### config.mk
export PLATFORM = sky130hd
export DESIGN_NAME = frost32_mem_access_ctrl
export DESIGN_NICKNAME = d
export VERILOG_FILES = /design/src/rtl/frost32_mem_access_ctrl.sv
export SDC_FILE = /design/constraint.sdc
export NUM_CORES = 1
export LEC_CHECK = 0
export CAP_MARGIN = 10
export CORE_MARGIN = 2
export CORE_UTILIZATION = 30
export CTS_BUF_LIST = sky130_fd_sc_hd__clkbuf_2
export CTS_CLUSTER_SIZE = 16
export DETAILED_ROUTE_END_ITERATION = 7
export PLACE_DENSITY = 0.61
export SYNTH_ARGS = -nofsm -noshare
export SYNTH_HDL_FRONTEND = slang
export SYNTH_SLANG_ARGS = --single-unit
### constraint.sdc
create_clock -name clk -period 6 [get_ports clk]
set_clock_uncertainty 0.2 [all_clocks]
set_input_delay 1.8 -clock clk [delete_from_list [all_inputs] [get_ports clk]]
set_output_delay 1.8 -clock clk [all_outputs]
set_load 0.02 [all_outputs]
### src/rtl/frost32_mem_access_ctrl.sv
// Memory access controller between the Frost32 core and a synchronous 32-bit
// byte-enabled word RAM: lane steering, fault screening and wait-state timing.
module frost32_mem_access_ctrl #(
    parameter int unsigned RAM_WORD_ADDR_WIDTH = 14,
    parameter int unsigned WAIT_STATES         = 1
) (
    input  logic                           clk,
    input  logic                           rst,
    input  logic                           in_req_mem_access,
    input  logic [31:0]                    in_addr,
    input  logic [31:0]                    in_data,
    input  logic                           in_access_type,
    input  logic [1:0]                     in_access_size,
    output logic [31:0]                    out_data,
    output logic                           out_data_ready,
    output logic                           out_fault,
    output logic                           out_busy,
    output logic [RAM_WORD_ADDR_WIDTH-1:0] ram_addr,
    output logic [31:0]                    ram_wdata,
    output logic [3:0]                     ram_byte_en,
    output logic                           ram_we,
    output logic                           ram_re,
    input  logic [31:0]                    ram_rdata
);

    localparam int unsigned CNT_W       = 3;
    localparam int unsigned BYTE_ADDR_W = RAM_WORD_ADDR_WIDTH + 2;

    typedef enum logic [1:0] {StIdle, StAccess, StWait, StRespond} state_t;

    state_t             state_q, state_d;
    logic [CNT_W-1:0]   cnt_q, cnt_d;

    logic               acc_write_q, acc_write_d;
    logic [1:0]         acc_size_q, acc_size_d;
    logic [1:0]         acc_lane_q, acc_lane_d;

    logic [31:0]                    out_data_d;
    logic                           out_data_ready_d, out_fault_d, out_busy_d;
    logic [RAM_WORD_ADDR_WIDTH-1:0] ram_addr_d;
    logic [31:0]                    ram_wdata_d;
    logic [3:0]                     ram_byte_en_d;
    logic                           ram_we_d, ram_re_d;

    logic        req_fault_c, accept_c, reject_c;
    logic [3:0]  lanes_c;
    logic [31:0] wdata_c, rd_extract_c;

    // Request screening and lane steering for the incoming request
    always_comb begin
        req_fault_c = 1'b0;
        lanes_c     = 4'b0000;
        wdata_c     = 32'd0;
        case (in_access_size)
            2'd0: begin
                req_fault_c = (in_addr[1:0] != 2'b00);
                lanes_c     = 4'b1111;
                wdata_c     = in_data;
            end
            2'd1: begin
                req_fault_c = in_addr[0];
                lanes_c     = in_addr[1] ? 4'b1100 : 4'b0011;
                wdata_c     = {2{in_data[15:0]}};
            end
            2'd2: begin
                lanes_c = 4'b0001 << in_addr[1:0];
                wdata_c = {4{in_data[7:0]}};
            end
            default: req_fault_c = 1'b1;
        endcase
        if ((in_addr >> BYTE_ADDR_W) != 32'd0) begin
            req_fault_c = 1'b1;
        end
    end

    assign accept_c = (state_q == StIdle) && in_req_mem_access && !req_fault_c;
    assign reject_c = (state_q == StIdle) && in_req_mem_access && req_fault_c;

    // Zero-extended lane extraction of the returned RAM word
    always_comb begin
        case (acc_size_q)
            2'd1:    rd_extract_c = acc_lane_q[1] ? {16'h0, ram_rdata[31:16]}
                                                  : {16'h0, ram_rdata[15:0]};
            2'd2:    rd_extract_c = {24'h0, ram_rdata[{acc_lane_q, 3'b000} +: 8]};
            default: rd_extract_c = ram_rdata;
        endcase
    end

    always_ff @(posedge clk or posedge rst) begin
        if (rst) begin
            state_q <= StIdle;
            cnt_q   <= '0;
        end else begin
            state_q <= state_d;
            cnt_q   <= cnt_d;
        end
    end

    always_comb begin
        state_d = state_q;
        cnt_d   = cnt_q;
        case (state_q)
            StIdle: begin
                if (in_req_mem_access) begin
                    state_d = req_fault_c ? StRespond : StAccess;
                end
            end
            StAccess: begin
                state_d = StWait;
                cnt_d   = CNT_W'(WAIT_STATES);
            end
            StWait: begin
                if (cnt_q == '0) begin
                    state_d = StRespond;
                end else begin
                    cnt_d = cnt_q - CNT_W'(1);
                end
            end
            default: state_d = StIdle;
        endcase
    end

    // Next values of the registered outputs and latched access attributes
    always_comb begin
        acc_write_d      = acc_write_q;
        acc_size_d       = acc_size_q;
        acc_lane_d       = acc_lane_q;
        ram_addr_d       = ram_addr;
        ram_wdata_d      = ram_wdata;
        out_data_d       = out_data;
        ram_re_d         = accept_c && !in_access_type;
        ram_we_d         = accept_c && in_access_type;
        ram_byte_en_d    = accept_c ? lanes_c : 4'b0000;
        out_data_ready_d = (state_d == StRespond);
        out_fault_d      = reject_c;
        out_busy_d       = (state_d != StIdle);
        if (accept_c) begin
            acc_write_d = in_access_type;
            acc_size_d  = in_access_size;
            acc_lane_d  = in_addr[1:0];
            ram_addr_d  = in_addr[BYTE_ADDR_W-1:2];
            ram_wdata_d = in_access_type ? wdata_c : 32'd0;
        end
        if (reject_c) begin
            out_data_d = 32'd0;
        end else if ((state_q == StWait) && (cnt_q == '0)) begin
            out_data_d = acc_write_q ? 32'd0 : rd_extract_c;
        end
    end

    always_ff @(posedge clk or posedge rst) begin
        if (rst) begin
            acc_write_q    <= 1'b0;
            acc_size_q     <= 2'd0;
            acc_lane_q     <= 2'd0;
            out_data       <= 32'd0;
            out_data_ready <= 1'b0;
            out_fault      <= 1'b0;
            out_busy       <= 1'b0;
            ram_addr       <= '0;
            ram_wdata      <= 32'd0;
            ram_byte_en    <= 4'b0000;
            ram_we         <= 1'b0;
            ram_re         <= 1'b0;
        end else begin
            acc_write_q    <= acc_write_d;
            acc_size_q     <= acc_size_d;
            acc_lane_q     <= acc_lane_d;
            out_data       <= out_data_d;
            out_data_ready <= out_data_ready_d;
            out_fault      <= out_fault_d;
            out_busy       <= out_busy_d;
            ram_addr       <= ram_addr_d;
            ram_wdata      <= ram_wdata_d;
            ram_byte_en    <= ram_byte_en_d;
            ram_we         <= ram_we_d;
            ram_re         <= ram_re_d;
        end
    end

endmodule
==> out/qor.csv <==
metric,value,unit
max_freq,240,MHz
yosys-top-cells-area,"dfrtp_1 48%, mux2i_1 8.3%, mux2_1 4.7%",
yosys.area.top_type_share,0.480,
grt_pass1_vias,4501,
hold_viol_final,0,
synth_cells,508,
synth_edf_count,0,
worst_slew_pin_slew,0.999,ns
synth_ff_type,dfrtp_1,
grt_antenna_before_repair,0,
rsz0062_at_grt,false,
gp_congestion,0.841,
yosysTopAreaCell,dfrtp_1,
synth_seq_area_share,0.480,
clkLatencyLatePin,0.62,ns
crit_required,6.34,ns
holdWs,0.328,ns
wire_per_inst,16.8,microns
cp-start-kind,primary input,
dieArea,17900,sq um
area_growth,43.4,%
hold_class,reg -> reg,
min_path_cells,1,
powerDensity,239,nW/um^2
core_area,16500,sq um
first_iter_violations,289,
cts_made_buffers,9,
ctsHoldBuffers,0,
antenna_cells,0,
ctsResizeCount,0,
cp_max_fo,55,
nets,791,
timing.rr.start,state_q[0],
ant_nets,0,
maxCapViolCount,0,
synthArstFlopShare,1.00,
cts_buffer_depth,2,
ir_worst_vdd,135,uV
period_share,0.693,
root_buffer,clkbuf_2,
die_x,134,microns
p_leak,3.19,nW
cts_max_level,3,
yosys_warnings,0,
reg2reg_depth,5,
path_class,in -> reg,
path_clk_slew,0.28,ns
portBuffers,188,
postSynthNetCount,618,
initial_core_util,0.306,
grt_max_degree,66,
hold_start,ram_addr[11],
synth_seq_cells,97,
die_h,134,microns
row_count,47,
vias_per_cell,4.89,
r2r-end,out_data[14],
grt_pass1_wl,24100,microns
arrival,4.50,ns
relSlewSlack,0.331,
min_period,4.16,ns
netlist_area,5060,sq um
grt_overflow,0,
hpwl,11300,microns
status,completed,
setup_viol,0,
drive_gt1_frac,0.0627,
synth_cell_types,42,
end_kind,register,
vias,4426,
drv_slew,0,
rrSetupSlack,3.42,ns
fin_setup_tns,0,ns
pin_count,189,
hold_end,ram_addr[11],
firstDrtPassIters,4,
gr-usage-all-layers,0.172,
cts_tree,yes,
post_cts_buffers,0,
cts.sinks,97,
drc_errors,0,
avgSynthCellArea,9.96,sq um
routed_wl,15200,microns
cell families (layout without fill, tap and decap cells):
| kind of cell | Yosys count | after routing | synth area share |
|---|---|---|---|
| buf+inv | 86 | 264 | 0.0722 |
| flops | 97 | 97 | 0.480 |
| mux | 69 | 69 | 0.143 |
| fa+ha+maj | 8 | 8 | 0.0198 |
| compound gates | 108 | 108 | 0.141 |
| simple gates | 140 | 140 | 0.143 |
cells in the mapped netlist, types with 2 or more instances:
library cell	number
a211oi_1	8
a21oi_1	21
a221oi_1	8
a22oi_1	16
a31oi_1	10
and2_1	2
buf_1	3
buf_4	3
buf_6	4
clkbuf_1	22
dfrtp_1	97
ha_1	8
inv_1	50
inv_2	2
mux2_1	21
mux2_2	6
mux2i_1	42
nand2_1	46
nand2b_1	13
nand3_1	8
nand3b_1	2
nor2_1	30
nor2b_1	19
nor4_1	6
nor4_2	5
o211ai_1	8
o21a_1	2
o21ai_0	23
o2bb2ai_1	8
or4_1	3
worst max-delay path, stage by stage:
cell             delay [ns]
clkdlybuf4s50_1        0.47
buf_4                  0.21
clkinv_1               0.47
a2111o_1               0.62
nor3_4                 0.18
buf_12                 0.34
mux2_2                 0.38
state kept, by name (all words and copies together), names as in the netlist:
| name | count |
|---|---|
| ram_addr | 14 |
| out_busy | 1 |
| out_data | 32 |
| ram_we | 1 |
| cnt_q | 3 |
| acc_write_q | 1 |
| ram_byte_en | 4 |
| out_fault | 1 |
| acc_lane_q | 2 |
| ram_wdata | 32 |
| acc_size_q | 2 |
| out_data_ready | 1 |
| state_q | 2 |
| ram_re | 1 |
layout by cell type, fill, tap and decap left out, types with 9 or more instances in the layout:
cell / netlist / final
nand2b_1: 13 / 13
clkdlybuf4s50_1: 0 / 187
dfrtp_1: 97 / 97
nor2_1: 30 / 30
nor2b_1: 19 / 19
clkbuf_2: 0 / 9
a22oi_1: 16 / 16
o21ai_0: 23 / 23
mux2i_1: 42 / 42
nand2_1: 46 / 46
a31oi_1: 10 / 10
mux2_1: 21 / 21
inv_1: 50 / 49
a21oi_1: 21 / 21
routing by layer:
metal / part of all wire / vias up / global-route usage
li1: - / 2105 / -
met1: 0.44 / 2134 / 0.221
met2: 0.46 / 172 / 0.272
met3: 0.090 / 15 / 0.0593
met4: 0.014 / 0 / 0.0556
met5: 0 / - / 0
report_power, final:
| part | total (W) | internal (W) | switching (W) |
|---|---|---|---|
| Combinational | 0.000596 | 0.000270 | 0.000326 |
| Clock | 0.000368 | 0.000107 | 0.000261 |
| Sequential | 0.000772 | 0.000728 | 0.0000441 |
through the flow:
stage | total power [W] | instances | cell area, sq um | utilization | worst slack [ns]
after floorplan | 0.00112 | 508 | 5060 | - | 1.47
after global placement | 0.00136 | 890 | 7120 | 0.431 | 1.25
after detailed placement | 0.00138 | 890 | 7120 | 0.431 | 1.19
after CTS | 0.00176 | 906 | 7250 | 0.439 | 1.91
after global routing | 0.00185 | 906 | 7250 | 0.439 | 1.72
final | 0.00173 | 906 | 7250 | 0.439 | 1.84
how the worst max path moves through the flow:
stage / startpoint / to / slack [ns] / cells after the start
2_1_floorplan: rst / acc_lane_q[0] / 1.47 / 1
3_3_place_gp: in_access_size[0] / ram_addr[12] / 1.25 / 7
5_1_grt: in_access_size[0] / out_data[14] / 1.72 / 7
3_5_place_dp: in_access_size[0] / ram_addr[13] / 1.19 / 7
6_report: in_access_size[0] / ram_addr[13] / 1.84 / 7
4_1_cts: in_access_size[0] / ram_addr[13] / 1.91 / 7
cell type report:
class	instances	area [sq um]
clock buffers	9	45.0
clock inverters	7	86.3
fillers	1553	9270
inverters	53	201
multi-input cells	325	2280
flip-flops and latches	97	2430
well taps	220	275
repair buffers	195	1940
Power figures use the tool's default switching activity.
